## config.mk

```make
export PLATFORM = sky130hd
export DESIGN_NAME = serial_alu
export DESIGN_NICKNAME = d
export VERILOG_FILES = /design/src/rtl/serial_alu_pkg.sv /design/src/rtl/alu_slice.sv /design/src/rtl/serial_alu.sv
export SDC_FILE = /design/constraint.sdc
export NUM_CORES = 1
export LEC_CHECK = 0
export BUFFER_PORTS_ARGS = -buffer_cell sky130_fd_sc_hd__buf_2
export CORE_ASPECT_RATIO = 0.6
export CORE_MARGIN = 4
export CORE_UTILIZATION = 35
export CTS_BUF_LIST = sky130_fd_sc_hd__clkbuf_2
export DETAILED_ROUTE_END_ITERATION = 16
export PLACE_DENSITY_LB_ADDON = 0.12
export SLEW_MARGIN = 10
export SYNTH_ARGS = -nofsm -noshare
export SYNTH_HDL_FRONTEND = slang
export SYNTH_HIERARCHICAL = 1
export SYNTH_SLANG_ARGS = --single-unit
```

## constraint.sdc

```tcl
create_clock -name clk -period 4.3 [get_ports clk]
set_clock_uncertainty 0.15 [all_clocks]
set_input_delay 0.215 -clock clk [delete_from_list [all_inputs] [get_ports clk]]
set_output_delay 0.215 -clock clk [all_outputs]
set_load 0.05 [all_outputs]
```

## src/rtl/serial_alu_pkg.sv

```systemverilog
// rtl/serial_alu_pkg.sv - shared types, constants and helpers for serial_alu
//
// Contents:
//   state_t      FSM state encoding (IDLE, RUN, FIN)
//   OP_ADD/SUB   values of the ctrl input
//   slice_count  number of RUN cycles for a WIDTH/SLICE pair
package serial_alu_pkg;

  typedef enum logic [1:0] {
    IDLE = 2'd0,
    RUN  = 2'd1,
    FIN  = 2'd2
  } state_t;

  localparam logic OP_ADD = 1'b0;
  localparam logic OP_SUB = 1'b1;

  function automatic int slice_count(input int width, input int slice);
    return width / slice;
  endfunction

endpackage

```

## src/rtl/alu_slice.sv

```systemverilog
// rtl/alu_slice.sv - combinational SLICE-bit ripple-carry adder
//
// Ports:
//   a, b   in  [SLICE-1:0]  operand slices (b already inverted for subtract)
//   cin    in  1            carry into bit 0
//   sum    out [SLICE-1:0]  slice sum
//   cout   out 1            carry out of the slice MSB
//   cmsb   out 1            carry into the slice MSB (overflow detection)
module alu_slice #(
  parameter int SLICE = 1
) (
  input  logic [SLICE-1:0] a,
  input  logic [SLICE-1:0] b,
  input  logic             cin,
  output logic [SLICE-1:0] sum,
  output logic             cout,
  output logic             cmsb
);

  // Ripple through full-adder bits; a block-local carry avoids a
  // self-referencing carry vector.
  always_comb begin
    logic c;
    c    = cin;
    sum  = '0;
    cmsb = cin;
    for (int i = 0; i < SLICE; i++) begin
      sum[i] = a[i] ^ b[i] ^ c;
      cmsb   = c;
      c      = (a[i] & b[i]) | (c & (a[i] ^ b[i]));
    end
    cout = c;
  end

endmodule

```

## src/rtl/serial_alu.sv

```systemverilog
// rtl/serial_alu.sv - multi-cycle add/subtract unit, SLICE bits per clock
//
// Optional feature: define SERIAL_ALU_SAT_EN to clamp ans on signed overflow.
//
// Ports:
//   clk    in   1      clock, rising edge
//   rst_n  in   1      asynchronous active-low reset
//   start  in   1      request, sampled when not busy (IDLE or FIN)
//   a, b   in   WIDTH  operands, latched on accept
//   cin    in   1      carry in (add) / borrow in (sub), latched on accept
//   ctrl   in   1      OP_ADD / OP_SUB, latched on accept
//   busy   out  1      operation in flight
//   done   out  1      one-cycle result-valid pulse
//   ans    out  WIDTH  result, held until the next done
//   cout   out  1      final carry (subtract: 1 = no borrow)
//   ovf    out  1      signed overflow
//   zero   out  1      ans == 0
module serial_alu
  import serial_alu_pkg::*;
#(
  parameter int WIDTH = 8,
  parameter int SLICE = 1
) (
  input  logic             clk,
  input  logic             rst_n,
  input  logic             start,
  input  logic [WIDTH-1:0] a,
  input  logic [WIDTH-1:0] b,
  input  logic             cin,
  input  logic             ctrl,
  output logic             busy,
  output logic             done,
  output logic [WIDTH-1:0] ans,
  output logic             cout,
  output logic             ovf,
  output logic             zero
);

  localparam int N  = slice_count(WIDTH, SLICE);
  localparam int CW = (N > 1) ? $clog2(N) : 1;

  state_t           state, state_nx;
  logic [WIDTH-1:0] a_sh;   // operand A going out the bottom, sum coming in the top
  logic [WIDTH-1:0] b_sh;   // operand B, pre-inverted for subtract
  logic             carry;
  logic [CW-1:0]    cnt;

  logic [SLICE-1:0] s_sum;
  logic             s_cout, s_cmsb;

  logic             accept, last;
  logic [WIDTH-1:0] a_nx, fin_ans;
  logic             fin_ovf;

  alu_slice #(.SLICE(SLICE)) u_slice (
    .a    (a_sh[SLICE-1:0]),
    .b    (b_sh[SLICE-1:0]),
    .cin  (carry),
    .sum  (s_sum),
    .cout (s_cout),
    .cmsb (s_cmsb)
  );

  assign accept = start && (state != RUN);
  assign last   = (state == RUN) && (cnt == CW'(N - 1));

  // Once all N slices have been consumed, a_sh holds the full result.
  assign a_nx    = (a_sh >> SLICE) | (WIDTH'(s_sum) << (WIDTH - SLICE));
  assign fin_ovf = s_cmsb ^ s_cout;

`ifdef SERIAL_ALU_SAT_EN
  // Overflow always flips the sign bit, so a raw negative result means the
  // true value was too positive, and vice versa.
  always_comb begin
    fin_ans = a_nx;
    if (fin_ovf)
      fin_ans = a_nx[WIDTH-1] ? {1'b0, {(WIDTH-1){1'b1}}} : {1'b1, {(WIDTH-1){1'b0}}};
  end
`else
  assign fin_ans = a_nx;
`endif

  // State register
  always_ff @(posedge clk or negedge rst_n) begin
    if (!rst_n) state <= IDLE;
    else        state <= state_nx;
  end

  // Next-state logic
  always_comb begin
    state_nx = state;
    case (state)
      IDLE:    state_nx = start ? RUN : IDLE;
      RUN:     state_nx = last ? FIN : RUN;
      FIN:     state_nx = start ? RUN : IDLE;
      default: state_nx = IDLE;
    endcase
  end

  // Outputs decoded from state
  always_comb begin
    busy = (state == RUN);
    done = (state == FIN);
  end

  // Datapath
  always_ff @(posedge clk or negedge rst_n) begin
    if (!rst_n) begin
      a_sh  <= '0;
      b_sh  <= '0;
      carry <= 1'b0;
      cnt   <= '0;
      ans   <= '0;
      cout  <= 1'b0;
      ovf   <= 1'b0;
      zero  <= 1'b0;
    end else if (accept) begin
      // Subtract is A + ~B + ~CIN: fold both inversions in at latch time.
      a_sh  <= a;
      b_sh  <= (ctrl == OP_SUB) ? ~b : b;
      carry <= (ctrl == OP_SUB) ? ~cin : cin;
      cnt   <= '0;
    end else if (state == RUN) begin
      a_sh  <= a_nx;
      b_sh  <= b_sh >> SLICE;
      carry <= s_cout;
      cnt   <= cnt + 1'b1;
      if (last) begin
        ans  <= fin_ans;
        cout <= s_cout;
        ovf  <= fin_ovf;
        zero <= (fin_ans == '0);
      end
    end
  end

endmodule

```

==> metrics.yaml <==
status:
  status: "complete, no violations"
final_layout:
  fin_area_mm2: 0.00190
  antenna_cells: 0
  drive_gt1_share_pct: 29.8
  final_util_pct: 44.9
  fin_nets: 201
  area_growth_pct: 20.5
placement:
  portBuffers: 33
  place_area_mm2: 0.00176
  dp_hpwl_um: 2090
  gp_congestion: 0.660
  dp_slack_ps: 2650
flow_run:
  cap_violations: 0
logic_synthesis:
  synth_edf_count: 0
  synth_area_mm2: 0.00158
  seq_area_frac_synth_pct: 52.3
  yosysMostFrequentCell: "dfrtp_1"
  synthCells: 136
  synth.avg_cell_area_um2: 11.6
  synth_cell_types: 23
  synthTopCellsByCount: "33 x dfrtp_1, 23 x nand2_1, 19 x o21ai_0"
  yosys_warnings: 6
  syn_nets: 160
  synthTopCellsByArea: "dfrtp_1 52%, mux2i_1 10%, o21ai_0 6.0%, nand2_1 5.5%, mux2_4 4.8%"
  yosys.area.top_type: "dfrtp_1"
  synth_seq_cells: 33
  synthArstFlopShare_pct: 100
  yosysTopAreaCellShare_pct: 52.3
  synthFlopType: "dfrtp_1"
clocking:
  cts_buffers: 5
  ctsResizeCount: 0
  cts.path.max_buffers: 2
  cts_tree: "yes"
  cts_setup_buffers: 0
  path_clk_slew_ps: 180
  hold_buffers: 9
  cts.sinks: 33
  cts-root-buf: "clkbuf_2"
  clk-insertion-delay-late_ps: 370
  cts_max_level: 2
detailed_routing:
  drt-pass1-iter-count: 4
  ant_nets: 0
  drtIter0Drc: 38
  drc: 0
  num_vias: 1087
  viasPerCell: 4.57
  wl_per_cell_um: 13.0
  routed_wl_um: 3110
worst_hold_path:
  hold_class: "in2reg"
  hold_path_end: "b_sh[4]"
  holdCritStartpoint: "b[4]"
  min_path_cells: 4
global_routing:
  grt_pass1_wl_um: 5330
  grt_overflow: 0
  grt_max_degree: 42
  antenna_found_initial: 0
  grt_pass1_vias: 1106
  gr-usage-all-layers_pct: 12.8
sta:
  slew_headroom_pct: 51.8
  finalSetupViolCount: 0
  drv_slew: 0
  finalCriticalPeriod_ps: 2020
  setup_tns_ps: 0
  tightest_slew_ps: 722
  grt_setup_unrepaired: "false"
  fmax_ghz: 0.494
  layout_setup_ws_ps: 2280
  fin_crit_sh_pct: 47.1
  hold_viol: 0
floorplan:
  dieArea_mm2: 0.00568
  rows: 18
  boundaryPins: 34
  die_y_um: 60.0
  initial_core_util_pct: 37.3
  die_width_um: 94.7
  design.core.area_mm2: 0.00423
critical_path:
  cp_slowest_cell: "and2b_4"
  r2r_cells: 4
  cp_top_family: "simple AND/OR/NAND/NOR gates"
  critPathMaxFanout: 41
  worstPathRequired_ps: 3930
  regToRegStartpoint: "cnt[0]"
  end_kind: "output port"
  critical_path.max_stage_delay_ps: 510
  path_buf_inv: 1
  cp.arrival_ps: 1660
  crit_chain: "and2b_4 -> buf_2"
  worstSetupPathType: "reg2out"
  r2r-end: "ans[3]"
  r2r_slack_ps: 2660
  start_kind: "flop"
power_and_ir_drop:
  ir_worst_vdd_v: 0.000330
  power_density_mw_per_mm2: 688
  leakagePower_nw: 0.960
==> worst min-delay path, delay by kind of cell <==
family,cells,cell delay [ps]
AO/OA/AOI/OAI,1,80
XOR/XNOR,1,50
buffers and inverters,1,80
multiplexers,1,110
==> cell families (layout without fill, tap and decap cells) <==
| kind of cell | count (synthesis) | in the layout | share of synthesized area (%) |
|---|---|---|---|
| mux | 26 | 26 | 18.5 |
| buf+inv | 12 | 54 | 4.44 |
| simple gates | 30 | 30 | 9.12 |
| flops | 33 | 33 | 52.3 |
| fa+ha+maj | 3 | 3 | 2.85 |
| xor+xnor | 10 | 10 | 5.55 |
| compound gates | 22 | 22 | 7.22 |
==> state kept, by name, indices dropped and copies added (netlist names) <==
register / count
ans: 8
cout: 1
cnt: 3
b_sh: 8
a_sh: 8
zero: 1
carry: 1
state: 2
ovf: 1
==> layout by cell type, fill, tap and decap left out <==
cell type / n
clkinv_2: 2
nand3b_4: 1
o22ai_1: 1
dfrtp_1: 33
inv_1: 3
clkinvlp_4: 1
dlygate4sd3_1: 10
nand2_1: 23
and2b_1: 1
mux2_2: 5
nor4_1: 2
fa_1: 1
mux2_4: 5
mux2i_1: 16
buf_2: 33
a211oi_1: 1
ha_1: 2
clkbuf_2: 5
o21ai_1: 1
xnor2_1: 2
and2b_4: 1
nor2_1: 2
xor2_1: 8
o21ai_0: 19
==> layer usage <==
layer	share of wire [%]	vias up	track usage, %
met3	5.0	8	4.28
li1	-	541	-
met2	42	18	19.3
met5	0	-	0
met1	51	520	16.8
met4	1.7	0	5.54
==> where the power goes <==
group          internal [mW]  total [mW]  leakage, nW  switching [mW]
logic                  0.215       0.603        0.526           0.388
registers              0.451       0.555        0.406           0.104
clock network         0.0380       0.151       0.0287           0.113
total                  0.704        1.31        0.960           0.604
==> final cells by class <==
| class | instances | area (um^2) |
|---|---|---|
| clock inverter | 3 | 17.5 |
| clock buffer | 5 | 25.0 |
| tap | 60 | 75.1 |
| fill | 426 | 2330 |
| inverter | 3 | 11.3 |
| multi-input combinational | 91 | 682 |
| sequential | 33 | 826 |
| timing repair buffer | 43 | 265 |
==> metrics by stage <==
stage	std cells	hold WS [ps]	total power, mW
floorplan	136	-231	1.04
finish	238	29.5	1.31
global placement	220	173	1.16
detailed placement	220	174	1.17
global route	238	4.28	1.43
CTS	237	11.6	1.33
==> how the worst max path moves through the flow <==
stage               startpoint      to  slack [ps]  cells after the start
global route          state[0]    busy        2150                      2
finish                state[1]    busy        2280                      2
detailed placement      cnt[0]  ans[3]        2650                      4
floorplan               cnt[0]  ans[4]        2720                      5
global placement        cnt[0]  ans[0]        2680                      4
CTS                   state[1]    busy        2240                      2
Power figures use the tool's default switching activity.
